### src/rtl/ship_registry_ctrl.sv
// ship_registry_ctrl: battleship fleet store with single-cycle shot resolution.
//   Optional feature macro: SHOT_STATS_EN (adds shot_count_o / hit_count_o).
//   Ports:
//     clk_i, rst_ni          clock, asynchronous active-low reset
//     clear_i                synchronous wipe back to LOAD
//     active_ships_i         ships in play, sampled on start_i
//     load_*_i               cell write (ship, slot, cell) during LOAD
//     start_i                LOAD -> PLAY
//     shot_valid_i/ready_o   shot handshake, shot_cell_i targeted cell
//     result_*_o/ready_i     registered shot result handshake
//     sunk_mask_o, all_sunk_o registered fleet status
//     state_o                00 LOAD, 01 PLAY, 10 RESULT, 11 DONE
module ship_registry_ctrl #(
  parameter int NUM_SHIPS = 5,
  parameter int MAX_LEN = 5,
  parameter int CELL_W = 5,
  localparam int SW = NUM_SHIPS > 1 ? $clog2(NUM_SHIPS) : 1,
  localparam int LW = MAX_LEN > 1 ? $clog2(MAX_LEN) : 1,
  localparam int AW = $clog2(NUM_SHIPS + 1)
) (
  input  logic              clk_i,
  input  logic              rst_ni,
  input  logic              clear_i,
  input  logic [AW-1:0]     active_ships_i,
  input  logic              load_valid_i,
  input  logic [SW-1:0]     load_ship_i,
  input  logic [LW-1:0]     load_slot_i,
  input  logic [CELL_W-1:0] load_cell_i,
  input  logic              start_i,
  input  logic              shot_valid_i,
  input  logic [CELL_W-1:0] shot_cell_i,
  output logic              shot_ready_o,
  output logic              result_valid_o,
  input  logic              result_ready_i,
  output logic              result_hit_o,
  output logic              result_sunk_o,
  output logic [SW-1:0]     result_ship_o,
  output logic [NUM_SHIPS-1:0] sunk_mask_o,
  output logic              all_sunk_o,
`ifdef SHOT_STATS_EN
  output logic [7:0]        shot_count_o,
  output logic [7:0]        hit_count_o,
`endif
  output logic [1:0]        state_o
);
  typedef enum logic [1:0] {LOAD = 2'b00, PLAY = 2'b01, RESULT = 2'b10, DONE = 2'b11} state_t;
  state_t state_q, state_d;
  logic [CELL_W-1:0] cells_q [NUM_SHIPS][MAX_LEN];
  logic [CELL_W-1:0] cells_d [NUM_SHIPS][MAX_LEN];
  logic [NUM_SHIPS-1:0] loaded_q, loaded_d, match, zero_after, zero_d, sunk_d;
  logic [AW-1:0] active_q, active_d;
  logic all_d, hit, win_sunk, shot_fire, start_ok, load_ok;
  logic [SW-1:0] win;
  logic res_hit_q, res_sunk_q;
  logic [SW-1:0] res_ship_q;
  logic [NUM_SHIPS-1:0] sunk_mask_q;
  logic all_sunk_q;
  assign shot_fire = state_q == PLAY && shot_valid_i;
  assign start_ok = state_q == LOAD && start_i && active_ships_i != '0;
  assign load_ok = state_q == LOAD && load_valid_i && int'(load_ship_i) < NUM_SHIPS
                   && int'(load_slot_i) < MAX_LEN;
  assign active_d = clear_i ? '0
                  : start_ok ? (int'(active_ships_i) > NUM_SHIPS ? AW'(NUM_SHIPS) : active_ships_i)
                  : active_q;
  // zero_after[i]: ship i would be empty once every slot equal to shot_cell is cleared
  always_comb begin
    match = '0;
    zero_after = '0;
    hit = 1'b0;
    win = '0;
    win_sunk = 1'b0;
    for (int i = 0; i < NUM_SHIPS; i++) begin
      zero_after[i] = 1'b1;
      for (int j = 0; j < MAX_LEN; j++) begin
        if (cells_q[i][j] == shot_cell_i && shot_cell_i != '0 && i < int'(active_q)) match[i] = 1'b1;
        if (cells_q[i][j] != '0 && cells_q[i][j] != shot_cell_i) zero_after[i] = 1'b0;
      end
    end
    // descending scan so the lowest-index matching ship wins
    for (int i = NUM_SHIPS - 1; i >= 0; i--) begin
      if (match[i]) begin
        hit = 1'b1;
        win = SW'(i);
        win_sunk = zero_after[i];
      end
    end
  end
  always_comb begin
    cells_d = cells_q;
    loaded_d = loaded_q;
    for (int i = 0; i < NUM_SHIPS; i++) begin
      for (int j = 0; j < MAX_LEN; j++) begin
        if (clear_i) cells_d[i][j] = '0;
        else if (load_ok && int'(load_ship_i) == i && int'(load_slot_i) == j) cells_d[i][j] = load_cell_i;
        else if (shot_fire && hit && int'(win) == i && cells_q[i][j] == shot_cell_i) cells_d[i][j] = '0;
      end
      loaded_d[i] = clear_i ? 1'b0
                  : (load_ok && int'(load_ship_i) == i && load_cell_i != '0) ? 1'b1
                  : loaded_q[i];
    end
  end
  // fleet status from next-state cells so it lands together with result_valid
  always_comb begin
    zero_d = '0;
    sunk_d = '0;
    all_d = active_d != '0;
    for (int i = 0; i < NUM_SHIPS; i++) begin
      zero_d[i] = 1'b1;
      for (int j = 0; j < MAX_LEN; j++) if (cells_d[i][j] != '0) zero_d[i] = 1'b0;
      if (i < int'(active_d)) begin
        sunk_d[i] = loaded_d[i] && zero_d[i];
        if (!zero_d[i]) all_d = 1'b0;
      end
    end
  end
  always_ff @(posedge clk_i or negedge rst_ni) begin
    if (!rst_ni) state_q <= LOAD;
    else state_q <= state_d;
  end
  always_comb begin
    state_d = clear_i ? LOAD
            : start_ok ? PLAY
            : shot_fire ? RESULT
            : (state_q == RESULT && result_ready_i) ? (all_sunk_q ? DONE : PLAY)
            : state_q;
  end
  always_comb begin
    shot_ready_o = state_q == PLAY;
    result_valid_o = state_q == RESULT;
    state_o = state_q;
  end
  always_ff @(posedge clk_i or negedge rst_ni) begin
    if (!rst_ni) begin
      cells_q <= '{default: '0};
      loaded_q <= '0;
      active_q <= '0;
      sunk_mask_q <= '0;
      all_sunk_q <= 1'b0;
      res_hit_q <= 1'b0;
      res_sunk_q <= 1'b0;
      res_ship_q <= '0;
    end else begin
      cells_q <= cells_d;
      loaded_q <= loaded_d;
      active_q <= active_d;
      sunk_mask_q <= sunk_d;
      all_sunk_q <= all_d;
      if (clear_i) begin
        res_hit_q <= 1'b0;
        res_sunk_q <= 1'b0;
        res_ship_q <= '0;
      end else if (shot_fire) begin
        res_hit_q <= hit;
        res_sunk_q <= hit && win_sunk;
        res_ship_q <= hit ? win : '0;
      end
    end
  end
  assign result_hit_o = res_hit_q;
  assign result_sunk_o = res_sunk_q;
  assign result_ship_o = res_ship_q;
  assign sunk_mask_o = sunk_mask_q;
  assign all_sunk_o = all_sunk_q;
`ifdef SHOT_STATS_EN
  logic [7:0] shot_cnt_q, hit_cnt_q;
  always_ff @(posedge clk_i or negedge rst_ni) begin
    if (!rst_ni) begin
      shot_cnt_q <= '0;
      hit_cnt_q <= '0;
    end else if (clear_i) begin
      shot_cnt_q <= '0;
      hit_cnt_q <= '0;
    end else if (shot_fire) begin
      if (shot_cnt_q != 8'hff) shot_cnt_q <= shot_cnt_q + 8'd1;
      if (hit && hit_cnt_q != 8'hff) hit_cnt_q <= hit_cnt_q + 8'd1;
    end
  end
  assign shot_count_o = shot_cnt_q;
  assign hit_count_o = hit_cnt_q;
`endif
endmodule
### config.mk
export PLATFORM = sky130hd
export DESIGN_NAME = ship_registry_ctrl
export DESIGN_NICKNAME = d
export VERILOG_FILES = /design/src/rtl/ship_registry_ctrl.sv
export SDC_FILE = /design/constraint.sdc
export NUM_CORES = 1
export LEC_CHECK = 0
export CORE_ASPECT_RATIO = 0.7
export CORE_MARGIN = 1
export CORE_UTILIZATION = 31
export DETAILED_ROUTE_END_ITERATION = 16
export MAX_ROUTING_LAYER = met4
export SLEW_MARGIN = 20
export SYNTH_ARGS = -nofsm -noshare
export SYNTH_HDL_FRONTEND = slang
export SYNTH_SLANG_ARGS = --single-unit
### constraint.sdc
create_clock -name clk_i -period 5.2 [get_ports clk_i]
set_clock_uncertainty 0.1 [all_clocks]
set_input_delay 1.04 -clock clk_i [delete_from_list [all_inputs] [get_ports clk_i]]
set_output_delay 1.04 -clock clk_i [all_outputs]
set_load 0.02 [all_outputs]
==> impl_metrics.csv <==
group,metric,value,unit
timing,slew_headroom,41.8,%
timing,fmax,0.205,GHz
clock_tree,clk_latency,0.45,ns
worst_hold_path,whs_path_depth,2,
synthesis,syn_inst,1007,
detailed_routing,routed_wl,32.0,mm
synthesis,synth_edf_count,0,
final_layout,seq_area,3650,um^2
final_layout,n_antenna_cell,0,
clock_tree,clock_path_buffers,2,
synthesis,synth_compound_area_share,19.6,%
clock_tree,cts_sinks,146,
detailed_routing,dr.pass1.iters,6,
clock_tree,post_cts_buffers,0,
critical_path,cp_max_fo,16,
synthesis,syn_nets,1033,
place,place_congestion,0.994,
critical_path,crit_required,5.45,ns
synthesis,syn_area_per_cell,8.90,um^2
final_layout,syn_to_final_growth,19.5,%
power_and_ir_drop,leakagePower,4.54,nW
global_route,antenna_found_initial,0,
timing,rsz0062_at_grt,"false",
detailed_routing,dr_total_vias,8481,
final_layout,multi_input_area,4970,um^2
final_layout,fin_nets,1112,
synthesis,ys_types,70,
clock_tree,cts_max_level,4,
synthesis,synth_area_leaders,"dfrtp_1 41%, xnor2_1 6.5%, xor2_1 5.7%",
synthesis,async_flop_share,100,%
final_layout,fill_cells,2852,
detailed_routing,ant_nets,0,
synthesis,synth_adder_area_share,0,%
synthesis,synthMuxAreaShare,0.447,%
critical_path,critPathLaunchType,"input pin",
synthesis,synth_top_family_by_area,"simple AND/OR/NAND/NOR gates",
critical_path,crit_type,"in2reg",
timing,hold_violations,0,
critical_path,r2r_start,"state_o[1]",
place,dpl.hpwl,23.6,mm
global_route,grt_max_degree,91,
synthesis,netlist_area,8970,um^2
clock_tree,cts_root_buf,"clkbuf_16",
clock_tree,cts_tree,"built",
worst_hold_path,min-delay-start,"loaded_q[0]",
synthesis,yosysWarnings,0,
global_route,grt_pass1_wl,49.7,mm
timing,worst_pin_slew,0.864,ns
power_and_ir_drop,vdd_drop_max,0.172,mV
timing,hold_slack,0.387,ns
timing,tns,0,ns
worst_hold_path,hp-class,"reg2reg",
global_route,grt_overflow,0,
floorplan,rows,51,
timing,min_period,4.89,ns
status,outcome,"complete, no violations",
timing,maxSlewViolCount,0,
synthesis,synthXorXnorAreaFrac,12.2,%
detailed_routing,avgRoutedWirePerCell,21.7,um
critical_path,reg2reg_depth,11,
clock_tree,cts_hold_buffers,0,
timing,finalSetupViolCount,0,
floorplan,dieArea,29600,um^2
clock_tree,numCtsBuffers,17,
synthesis,synth_top_flop_cell,"dfrtp_1",
place,pre_cts_ws,0.0320,ns
synthesis,yosys.area_share.simple,23.2,%
worst_hold_path,hold_end,"loaded_q[0]",
synthesis,synth_top_area_share,40.7,%
floorplan,die-width,205,um
final_layout,drive_gt1_share,12.0,%
clock_tree,post_cts_resize_count,0,
run,maxCapViolCount,0,
critical_path,regToRegEndpoint,"all_sunk_o",
global_route,grt_usage,23.2,%
place,port-buffer-count,40,
critical_path,cp.arrival,5.14,ns
floorplan,io_pins,41,
critical_path,r2r_slack,0.92,ns
critical_path,crit_path_end_kind,"register",
synthesis,synthMostInstantiatedCell,"dfrtp_1",
detailed_routing,first_iter_violations,1094,
power_and_ir_drop,power.density,259,nW/um^2
synthesis,ys_seq_area_share,40.7,%
timing,setup_slack,0.313,ns
floorplan,die_h,144,um
synthesis,yosys.area.top_type,"dfrtp_1",
floorplan,start_util,31.9,%
detailed_routing,via_per_inst,5.77,
detailed_routing,drc_errors,0,
floorplan,core-area,28100,um^2
global_route,grt_pass1_vias,8143,
synthesis,ys_seq_elements,146,
timing,min_period_over_period,94.0,%
clock_tree,clkSlewWorstSetupHoldPaths,0.06,ns
synthesis,synthTopCellsByCount,"146 x dfrtp_1, 131 x nor2_1, 68 x nand2_1",
## per-layer routing
metal | wire length (um) | part of all wire [%] | vias up | track usage, %
met5 | 0 | 0 | - | -
met4 | 650 | 2.0 | 0 | 6.16
met3 | 3630 | 11 | 53 | 7.12
met2 | 12400 | 39 | 456 | 30.5
met1 | 15300 | 48 | 4129 | 33.5
li1 | - | - | 3843 | -
## layout make-up
cell class                 count  share of cell area [%]
clock inverter                 7                   0.666
tap                          371                    4.33
multi-input combinational    790                    46.4
clock buffer                  25                    4.91
inverter                      18                   0.631
sequential                   146                    34.1
timing repair buffer         113                    8.96
## logic make-up (layout without fill, tap and decap cells)
| group | after synthesis | count (layout) |
|---|---|---|
| simple gates | 414 | 414 |
| compound gates | 247 | 247 |
| flops | 146 | 146 |
| xor+xnor | 125 | 125 |
| buf+inv | 71 | 163 |
| mux | 4 | 4 |
## power breakdown
group / switching, mW / internal (mW) / leakage (nW)
clock: 0.510 / 0.746 / 0.288
combinational: 0.241 / 0.124 / 2.22
sequential: 0.0113 / 1.14 / 2.03
## flip-flops by register name, indices dropped and copies added, names as in the netlist
signal	flops
all_sunk_o	1
result_sunk_o	1
result_ship_o	3
loaded_q	5
cells_q	125
state_o	2
active_q	3
sunk_mask_o	5
result_hit_o	1
## worst max-delay path: stages
cell      delay (ns)
buf_2           0.51
buf_4           0.30
xor2_1          0.16
nor3_1          0.09
a211oi_1        0.49
a211o_1         0.25
and3_1          0.27
and2_1          0.22
nor3_1          0.06
or4b_1          0.51
nor4_1          0.76
a211oi_1        0.20
nor4_2          0.29
## how the worst max path moves through the flow
stage / slack, ns / start / end
CTS: 0.50 / shot_cell_i[2] / all_sunk_o
floorplan: 1.09 / shot_cell_i[1] / all_sunk_o
finish: 0.31 / shot_cell_i[2] / all_sunk_o
global route: 0.24 / shot_cell_i[2] / all_sunk_o
global placement: 0.07 / shot_cell_i[0] / all_sunk_o
detailed placement: 0.03 / shot_cell_i[2] / all_sunk_o
## cell usage in the layout, fill, tap and decap left out, types with 33 or more instances in the layout
cell / netlist / routed
dfrtp_1: 146 / 146
nor2_1: 131 / 131
buf_4: 10 / 71
nand2_1: 68 / 68
xnor2_1: 67 / 67
nand3_1: 58 / 58
xor2_1: 58 / 58
a21oi_1: 52 / 52
nor3_1: 49 / 49
a22oi_1: 47 / 47
a22o_1: 33 / 33
clkdlybuf4s50_1: 0 / 33
## metrics by stage
step | utilization (%) | instances | cell area, um^2 | power, mW
floorplan | - | 1007 | 8970 | 1.37
detailed placement | 35.9 | 1438 | 10100 | 1.53
global route | 38.1 | 1470 | 10700 | 2.88
finish | 38.1 | 1470 | 10700 | 2.78
global placement | 35.9 | 1438 | 10100 | 1.53
CTS | 38.1 | 1470 | 10700 | 2.78
No activity file was read; power rests on OpenSTA's default activity.
